$ cat src/rtl/uart_tx_trigger.sv
// uart_tx_trigger
//   Sends one UART 8N1 frame for each rising edge of the debounced `transmit`
//   level. The frame carries the byte on `data_in` at the trigger cycle: a
//   start bit, eight data bits LSB first, then a stop bit. A press that arrives
//   while a frame is in progress is dropped.
// Ports
//   clk       system clock, all logic on posedge
//   rst_n     asynchronous active-low reset
//   transmit  debounced button level, already synchronous to clk
//   data_in   byte to send, sampled only on the trigger cycle
//   tx        UART serial line, idle high
//   busy      high while a frame is in progress
//   done      one-cycle pulse when the stop bit completes
module uart_tx_trigger #(
   parameter int CLK_FREQ     = 100_000_000,
   parameter int BAUD         = 9600,
   parameter int CLKS_PER_BIT = CLK_FREQ / BAUD
) (
   input  logic       clk,
   input  logic       rst_n,
   input  logic       transmit,
   input  logic [7:0] data_in,
   output logic       tx,
   output logic       busy,
   output logic       done
);

   localparam int               CNT_W   = (CLKS_PER_BIT > 1) ? $clog2(CLKS_PER_BIT) : 1;
   localparam logic [CNT_W-1:0] CNT_MAX = CNT_W'(CLKS_PER_BIT - 1);

   typedef enum logic [1:0] {IDLE, START, DATA, STOP} state_t;

   state_t           state_q, state_d;
   logic [CNT_W-1:0] cnt_q, cnt_d;
   logic [2:0]       idx_q, idx_d;
   logic [7:0]       shreg_q, shreg_d;
   logic             tx_q, tx_d;
   logic             busy_q, busy_d;
   logic             done_q, done_d;
   logic             transmit_d_q, transmit_d_d;

   logic trigger;
   logic cnt_end;

   // The edge-detect flop resets high, so a button held through reset
   // release is not seen as a fresh press.
   assign trigger = transmit & ~transmit_d_q;
   assign cnt_end = (cnt_q == CNT_MAX);

   always_comb begin
      state_d      = state_q;
      cnt_d        = cnt_q;
      idx_d        = idx_q;
      shreg_d      = shreg_q;
      tx_d         = tx_q;
      busy_d       = busy_q;
      done_d       = 1'b0;
      // Tracked in every state so a press spanning the end of a frame
      // does not fire when busy drops.
      transmit_d_d = transmit;

      unique case (state_q)
         IDLE: begin
            tx_d   = 1'b1;
            busy_d = 1'b0;
            if (trigger) begin
               shreg_d = data_in;
               tx_d    = 1'b0;
               busy_d  = 1'b1;
               cnt_d   = '0;
               state_d = START;
            end
         end
         START: begin
            if (cnt_end) begin
               cnt_d   = '0;
               tx_d    = shreg_q[0];
               idx_d   = 3'd0;
               state_d = DATA;
            end else begin
               cnt_d = cnt_q + 1'b1;
            end
         end
         DATA: begin
            if (cnt_end) begin
               cnt_d = '0;
               if (idx_q == 3'd7) begin
                  tx_d    = 1'b1;
                  state_d = STOP;
               end else begin
                  // shreg[0] is the bit on the line; the next one sits at [1].
                  shreg_d = shreg_q >> 1;
                  tx_d    = shreg_q[1];
                  idx_d   = idx_q + 3'd1;
               end
            end else begin
               cnt_d = cnt_q + 1'b1;
            end
         end
         STOP: begin
            if (cnt_end) begin
               cnt_d   = '0;
               busy_d  = 1'b0;
               done_d  = 1'b1;
               state_d = IDLE;
            end else begin
               cnt_d = cnt_q + 1'b1;
            end
         end
         default: begin
            state_d = IDLE;
            tx_d    = 1'b1;
            busy_d  = 1'b0;
            cnt_d   = '0;
         end
      endcase
   end

   always_ff @(posedge clk or negedge rst_n) begin
      if (!rst_n) begin
         state_q      <= IDLE;
         cnt_q        <= '0;
         idx_q        <= '0;
         shreg_q      <= '0;
         tx_q         <= 1'b1;
         busy_q       <= 1'b0;
         done_q       <= 1'b0;
         transmit_d_q <= 1'b1;
      end else begin
         state_q      <= state_d;
         cnt_q        <= cnt_d;
         idx_q        <= idx_d;
         shreg_q      <= shreg_d;
         tx_q         <= tx_d;
         busy_q       <= busy_d;
         done_q       <= done_d;
         transmit_d_q <= transmit_d_d;
      end
   end

   assign tx   = tx_q;
   assign busy = busy_q;
   assign done = done_q;

endmodule

$ cat config.mk
export PLATFORM = sky130hd
export DESIGN_NAME = uart_tx_trigger
export DESIGN_NICKNAME = d
export VERILOG_FILES = /design/src/rtl/uart_tx_trigger.sv
export SDC_FILE = /design/constraint.sdc
export NUM_CORES = 1
export LEC_CHECK = 0
export ABC_AREA = 1
export BUFFER_PORTS_ARGS = -buffer_cell sky130_fd_sc_hd__buf_2
export CELL_PAD_IN_SITES_DETAIL_PLACEMENT = 2
export CELL_PAD_IN_SITES_GLOBAL_PLACEMENT = 2
export CORE_MARGIN = 8
export CORE_UTILIZATION = 37
export DETAILED_ROUTE_END_ITERATION = 7
export PLACE_DENSITY_LB_ADDON = 0.1
export SETUP_SLACK_MARGIN = 0.15
export SYNTH_ARGS = -nofsm -noshare
export SYNTH_HDL_FRONTEND = slang
export SYNTH_SLANG_ARGS = --single-unit
$ cat constraint.sdc
create_clock -name clk -period 3.6 [get_ports clk]
set_input_delay 0.18 -clock clk [delete_from_list [all_inputs] [get_ports clk]]
set_output_delay 0.18 -clock clk [all_outputs]
set_load 0.01 [all_outputs]
==> metrics.md, run 1 <==
| Metric | Value |
|---|---|
| Layout Nets | between 200 and 300 |
| Final Critical Period | 2.194 ns |
| Drt wl/cell | 16.17 um |
| Internal power | 0.7724 mW |
| Clock buffer count from CTS | 5 |
| Clk sink count | 31 |
| Leakage | 1.007 nW |
| Final hold vios | 0 |
| Mapped Avg Cell Area | 7.353 sq um |
| CP Capture Type | register |
| Layout cells sized above 1 | ~17% |
| Core Region | 5042 sq um |
| Non-Filler Instances | 347 |
| First-pass GRT wire length | 9901 um |
| Cell area after layout | roughly 2100 sq um |
| H-tree Lvls | 2 |
| Gate power share | a little under half |
| CTS resizes | 0 |
| Final setup viols | 0 |
| Area of the multi-input gates | 1010 sq um |
| RSZ-0062 raised after global routing | no |
| N_diodes | 0 |
| Setup crit start | state_q[0]$_DFFE_PN0P_ |
| Yosys top cell by area | dfrtp_1 |
| Largest family of logic cells by synthesized area | simple AND/OR/NAND/NOR gates |
| Post-Place Cell Area | approximately 2000 sq um |
| Part of the Yosys area used for sequential elements | 40.87% |
| Yosys top cell area share | 38.11% |
| IO buf count | 13 |
| Final TNS setup | 0 ns |
| Status | complete, no violations |
| I/O pin total | 14 |
| Post-synthesis compound-gate area fraction | roughly 6.2% |
| Clock Path Buffers | 2 |
| Max Cap Viol | 0 |
| Post-synth top cells | nand2_1, dfrtp_1, nor2_1 |
| CTS tree | built |
| Total track usage | 16.55% |
| Vias per inst | 5.046 |
| Switching share of total power | 46.22% |
| Pins Over Slew Limit | 0 |
| Dpl ws | approximately 1.4 ns |
| Residual DRC | 0 |
| Req. time, crit path | ~3.8 ns |
| DR vias | 1,751 |
| Min-delay worst type | in2reg |
| Crit Path Category | reg2reg |
| Worst slew pin tran | about 0.75 ns |
| Pwr/cell area | 672.5 nW/um^2 |
| Crit path DAT | 2.37 ns |
| DP Cell Count | around 340 |
| Clock Latency Late Sink | slightly below 0.3 ns |
| Met2 global-route usage | 30.37% |
| Total gr overflow | 0 |
| Top Usage Layer GRT | met2 |
| Final GP Congestion | 0.7786 |
| XOR/XNOR Fraction of Synth Area | about 1.8% |
| Hold Startpoint | data_in[7] |
| Clk root buf | clkbuf_8 |
| Largest net degree at the start of global routing | 32 |
| P_sw | roughly 0.66 mW |
| Reg2reg start | state_q[0]$_DFFE_PN0P_ |
| Mapped Nets | 278 |
| Total Routed Length | 5611 um |
| Total iterations of the first detailed-routing run | 4 |
| Relative slew slack | 50.13% |
| GR Util met3 | 3.377% |
| Largest cells by area after synthesis | dfrtp_1, nand2_1, nor2_1 |
| Initial antenna violation count | 0 |
| Die height | 87.74 um |
| Synth unique cells | 26 |
| F_max | between 0.4 and 0.5 GHz |
| Storage cell area | 778.2 sq um |
| Initial drt markers | 25 |
| Area Growth Syn to Fin | 12.16% |
| Initial Util | 37.77% |
| DP HPWL | around 4300 um |
| Post-DRT Antenna Nets | 0 |
| Cells after Synth | 259 |
| Synthesized area | between 1500 and 2000 sq um |
| Worst setup SP type | register |
| Crit path max fanout | 14 |
| Dominant synthesized flop cell | dfrtp_1 |
| Top-count cell post-synth | nand2_1 |
| Fillers | 599 |
| Yosys reg bits | 31 |
| Setup WS post-layout | 1.406 ns |
| Fin Clk Skew | 0.01330 ns |
| Area share of fa/ha/maj cells after synthesis | 5.256% |
| Period utilisation layout | a little over 60% |
| GRT met1 Usage | between 10% and 20% |
| Die area | 7698 sq um |
| Synth Area in Simple Gates | approximately two fifths |
| Ys Warns | 0 |
| Number of flops mapped to enable cells by yosys | 0 |
| Clock-pin slew on the worst setup and hold paths | 0.07 ns |
| Vias in the first global route | 2,026 |
| Clk pwr share | approximately a fifth |
| Post-synth ARST share | 100.0% |
| FP Rows | 26 |
| Die X | 87.74 um |
| Peak supply drop | 0.3412 mV |
| Sequential share of power | a little over a third |
| Post-synthesis mux area share | 0% |
-- cell type report --
type	instances	area share (%)
Timing Repair Buffer	15	3.984
Sequential cell	31	36.44
Multi-Input combinational cell	199	47.28
Clock inverter	2	0.5858
Clock buffer	6	3.398
Tap cell	70	4.101
Inverter	24	4.218
-- power groups by stage --
stage / Clock, mW / Sequential [mW] / Combinational, mW
global placement: 0 / 0.508 / 0.636
global route: 0.299 / 0.515 / 0.753
detailed placement: 0 / 0.511 / 0.665
finish: 0.277 / 0.504 / 0.656
CTS: 0.284 / 0.506 / 0.670
floorplan: 0 / 0.490 / 0.490
-- critical path, cell delays in order, from the launching register on --
cell	delay (ns)
dfrtp_1	0.43
inv_1	0.12
ha_1	0.59
inv_2	0.21
nor2_2	0.20
inv_2	0.08
o21ai_4	0.13
nand3_4	0.16
nand2_1	0.10
nand2_1	0.06
-- what timing repair did --
item / 4_1_cts / 5_1_grt
endpoints found under the setup margin: 0 / 0
hold endpoints to repair: 30 / 0
hold buffers: 2 / 0
buffers inserted: 0 / 0
-- sequential cells by signal, summed over array words and instances (netlist names) --
signal and count:
transmit_d_q 1, busy 1, idx_q 3, shreg_q 8
cnt_q 14, state_q 2, done 1, tx 1
-- metal layers --
metal | vias to the layer above | wire, um
li1 | 858 | -
met1 | 872 | 2535
met2 | 14 | 2879
met3 | 7 | 122
met4 | 0 | 73
met5 | - | 0
-- cell usage in the layout (no fill, tap or decap) --
cell type / Yosys / final
nand4_1: 14 / 14
clkbuf_1: 1 / 1
nand3_1: 18 / 18
o21ai_0: 8 / 8
nor2_2: 9 / 9
buf_2: 3 / 13
nand2_1: 88 / 88
nor2_1: 29 / 29
clkinv_2: 0 / 1
nand2_4: 1 / 1
dfrtp_1: 29 / 29
dfstp_2: 2 / 2
o31ai_1: 1 / 1
nor3_1: 2 / 2
o21bai_1: 1 / 1
a21oi_1: 3 / 3
clkbuf_8: 0 / 5
xor2_1: 4 / 4
inv_2: 6 / 6
a21oi_4: 1 / 1
dlygate4sd3_1: 0 / 2
ha_1: 8 / 8
o21ai_4: 1 / 1
inv_1: 18 / 18
nand2_2: 6 / 6
nand3_4: 1 / 1
clkinvlp_4: 0 / 1
nand3b_1: 1 / 1
o21ai_1: 3 / 3
-- final timing paths --
kind                            cells past startpoint                     end  slack [ns]
worst min register to register                      2          tx$_DFFE_PN1P_        0.48
max in group asynchronous                           2    cnt_q[5]$_DFFE_PN0P_        2.62
worst min-delay path                                5  shreg_q[7]$_DFFE_PN0P_        0.23
worst max register to register                      9  shreg_q[4]$_DFFE_PN0P_        1.41
min in group asynchronous                           2  state_q[1]$_DFFE_PN0P_        0.49
worst max-delay path                                9  shreg_q[4]$_DFFE_PN0P_        1.41
-- metrics by stage --
stage,hold WS (ns),power [mW],utilization (%)
after floorplan,-0.1156,0.9807,-
after global placement,0.2780,1.144,40.27
after detailed placement,0.2819,1.176,40.27
after CTS,0.2273,1.461,42.36
after global routing,0.2661,1.566,42.36
final,0.2272,1.436,42.36
-- cells by family after synthesis --
family,Yosys count
xor+xnor,4
compound gates,18
fa+ha+maj,8
flops,31
buf+inv,29
simple gates,169
(Power assumes the default switching activity.)
==> run 2: changes to the inputs <==
Settings changed: ABC_AREA 1 to 0, CORE_UTILIZATION 37 to 39.
Clock period 3.6 ns to 2.2 ns, I/O delays scaled along.
==> run 2 against run 1 <==
  * Final area is 1.6% lower
  * Non-clock buffer count is 11 higher
  * Combinational power is 60% higher
  * Sequential cell count stayed put
  * Core utilization is 5.6 points higher
  * First-iteration DRC count grew to 3.2 times the previous value
  * Synthesized cell count is 35% lower
  * Sequential power is 72% higher
  * Worst setup slack worse by 1.2 ns
  * Largest power group unchanged
  * Highest routed layer unchanged
==> metrics.md, run 2 <==
| Metric | Value |
|---|---|
| Fillers | 467 (-22%) |
| Vias per inst | 5.717 (+13%) |
| Clock Path Buffers | 2 (unchanged) |
| Dominant synthesized flop cell | dfrtp_1 |
| Clock buffer count from CTS | 5 (unchanged) |
| Relative slew slack | 51.41% (+1.3 points) |
| RSZ-0062 raised after global routing | yes |
| Total Power | 2.353 mW (+64%) |
| Drt wl/cell | 19.77 um (+22%) |
| Area Growth Syn to Fin | 17.33% |
| Worst Path Buf+Inv | 1 (-2) |
| CP Capture Type | register |
| Regs by FF count | cnt_q (14), shreg_q (8), idx_q (3) |
| Area of the multi-input gates | 958.4 sq um (-5.1%) |
| Pwr/cell area | 1120 nW/um^2 (+67%) |
| Part of the Yosys area used for sequential elements | 43.47% (+2.6 points) |
| Max stage delay on crit path | 0.40 ns (-0.19 ns) |
| Post-DRT Antenna Nets | 0 (unchanged) |
| Status | complete, no violations |
| Final Critical Period | 2.004 ns (-0.1900 ns) |
| Largest cells by area after synthesis | dfrtp_1, mux2_2, ha_1 |
| Max Cap Viol | 0 (unchanged) |
| F_max | 0.4990 GHz (+9.5%) |
| CP most frequent cell | ha_2 |
| Post-Route Utilization | 47.92% (+5.6 points) |
| Layout Nets | 213 (-28%) |
| Clk sink count | 31 (unchanged) |
| Worst setup SP type | register |
| Synthesized area | 1790 sq um (-6.0%) |
| Initial Util | 40.84% (+3.1 points) |
| FP Rows | 24 (-7.7%) |
| Crit path DAT | 2.17 ns (-0.20 ns) |
| Total track usage | 14.27% (-2.3 points) |
| Internal power | 1.468 mW (+90%) |
| Top-count cell post-synth | dfrtp_1 |
| Number of flip-flops in the largest register | 14 (unchanged) |
| Worst slew pin tran | 0.7289 ns (-0.01909 ns) |
| Residual DRC | 0 (unchanged) |
| CTS tree | built |
| Switching share of total power | 37.63% (-8.6 points) |
| Yosys top cell area share | 40.53% (+2.4 points) |
| Req. time, crit path | 2.36 ns (-1.41 ns) |
| Layout cells sized above 1 | 31.79% (+15 points) |
| Initial drt markers | 79 (+220%) |
| Storage cell area | 778.2 sq um (unchanged) |
| First-pass GRT wire length | 8155 um (-18%) |
| DR vias | 1,412 (-19%) |
| Clock-pin slew on the worst setup and hold paths | 0.07 ns (about the same) |
| CP Cell Sequence | ha_2 -> ha_2 -> nor4bb_2 -> nand4_2 -> a21oi_4 -> buf_12 -> mux2_2 |
| Yosys top cell by area | dfrtp_1 |
| Commonest non-fill, non-tap cell in the layout | dfrtp_1 |
| Vias in the first global route | 1,616 (-20%) |
| Core Region | 4384 sq um (-13%) |
| Crit Path Category | reg2reg |
| Clk pwr share | 18.4% (-0.9 points) |
| Final hold vios | 0 (unchanged) |
| Crit path max fanout | 8 (-6) |
| Cells after Synth | 168 (-35%) |
| Final setup viols | 0 (unchanged) |
| Slowest CP cell | dfrtp_1 |
| Gate power share | 44.7% (-0.9 points) |
| Pins Over Slew Limit | 0 (unchanged) |
| H-tree Lvls | 2 (unchanged) |
| Final GP Congestion | 0.7417 (-4.7%) |
| Synth unique cells | 45 (+73%) |
| Ys Warns | 0 (unchanged) |
| Post-synth ARST share | 100.0% (unchanged) |
| I/O pin total | 14 (unchanged) |
| Post-synth top cells | dfrtp_1, mux2_2, nor2_1 |
| Peak supply drop | 0.4887 mV (+43%) |
| Mapped Nets | 187 (-33%) |
| Initial antenna violation count | 0 (unchanged) |
| Clk root buf | clkbuf_8 |
| Sequential share of power | 36.9% (+1.8 points) |
| Die area | 7015 sq um (-8.9%) |
| Period utilisation layout | 91.10% (+30 points) |
| P_sw | 0.8856 mW (+33%) |
| Leakage | 0.9055 nW (-10%) |
| Critical path's top delay family | simple AND/OR/NAND/NOR gates |
| Yosys reg bits | 31 (unchanged) |
| Fin Clk Skew | 0.01298 ns (-0.0003216 ns) |
| Min-delay worst type | in2reg |
| Number of flops mapped to enable cells by yosys | 0 (unchanged) |
| N_diodes | 0 (unchanged) |
| IO buf count | 13 (unchanged) |
| Total iterations of the first detailed-routing run | 4 (unchanged) |
| Mapped Avg Cell Area | 10.66 sq um (+45%) |
| Total gr overflow | 0 (unchanged) |
| Die height | 83.76 um (-4.5%) |
| Largest net degree at the start of global routing | 32 (unchanged) |
| DP HPWL | 3371 um (-21%) |
| Die X | 83.76 um (-4.5%) |
| Final TNS setup | 0 ns (unchanged) |
| Total Routed Length | 4882 um (-13%) |
| Largest Register | cnt_q |
| Clock Latency Late Sink | 0.28 ns (about the same) |
| Most frequent cells in the layout | dfrtp_1, mux2_2, buf_2 |
run 2: cell types whose count changed in the layout (fill, tap and decap cells not counted), moves of 4 or more:
cell       change
nand2_1       -80
xnor2_1        +9
nand4_1        -9
nor2_1        -18
a2111oi_0      +4
nor2_2         -8
xor2_1         -4
inv_2          -6
mux2_2        +16
nand2_2        -6
inv_1          -8
buf_4         +10
nand3_1       -12
a21oi_1        +4
run 2: routing by layer:
metal  vias up  GRT usage (%)  wire length [um]  part of all wire [%]
met1       726          16.83              2273                    47
met2        17          24.63              2406                    49
met4         0          4.867                77                   1.6
met3        10          3.223               123                   2.5
met5         -              0                 0                     0
li1        659              -                 -                     -
run 2: timing repair:
item / CTS / global route
gates resized for setup: 2 / 3
buffers inserted: 3 / 1
pin swaps: 3 / 0
endpoints found under the hold margin: 30 / 0
hold buffers: 2 / 0
endpoints found under the setup margin: 8 / 15
run 2: power by group through the flow:
stage | clock (mW) | combinational [mW] | sequential (mW)
final | 0.434 | 1.05 | 0.868
after global routing | 0.469 | 1.16 | 0.885
after CTS | 0.450 | 1.06 | 0.868
after detailed placement | 0 | 0.973 | 0.884
after global placement | 0 | 0.908 | 0.864
after floorplan | 0 | 0.697 | 0.848
run 2: kinds of logic (layout without fill, tap and decap cells):
logic type               count (synthesis)  in the layout  synth area share [%]
AND/OR/NAND/NOR                         52             52                 18.03
AO/OA/AOI/OAI                           35             35                 14.68
flip-flops                              31             31                 43.47
buffers and inverters                   17             44                 3.773
multiplexers                            16             16                 10.06
XOR/XNOR                                 9              9                 4.403
adder cells (fa/ha/maj)                  8              8                 5.591
run 2: final timing paths:
kind | startpoint | to | slack [ns] | cells after the start
setup / recovery | idx_q[0]$_DFFE_PN0P_ | shreg_q[6]$_DFFE_PN0P_ | 0.20 | 7
hold / removal | data_in[7] | shreg_q[7]$_DFFE_PN0P_ | 0.13 | 3
setup reg to reg | idx_q[0]$_DFFE_PN0P_ | shreg_q[6]$_DFFE_PN0P_ | 0.20 | 7
hold reg to reg | shreg_q[4]$_DFFE_PN0P_ | shreg_q[4]$_DFFE_PN0P_ | 0.51 | 1
max in group asynchronous | rst_n | cnt_q[5]$_DFFE_PN0P_ | 1.31 | 2
min in group asynchronous | rst_n | state_q[1]$_DFFE_PN0P_ | 0.41 | 2
run 2: cell type report:
cell class / count / share of cell area, %
inverters: 10 / 1.787
flip-flops and latches: 31 / 37.05
multi-input cells: 120 / 45.62
clock inverters: 1 / 0.2382
well taps: 52 / 3.097
clock buffers: 7 / 3.633
repair buffers: 26 / 8.577
run 2: worst reg2reg max path, cell delays in order (launching register included):
cell	delay, ns
dfrtp_1	0.40
ha_2	0.19
ha_2	0.17
nor4bb_2	0.31
nand4_2	0.16
a21oi_4	0.18
buf_12	0.14
mux2_2	0.34
run 2: per-stage QoR:
step	area, sq um	std cells	setup slack [ns]	hold WS [ns]
floorplan	1790	168	0.1608	-0.1856
global placement	1943	233	0.1257	0.2044
detailed placement	1943	233	0.05794	0.2157
CTS	2088	246	0.1542	0.1243
global route	2101	247	0.1166	0.1482
finish	2101	247	0.1958	0.1283
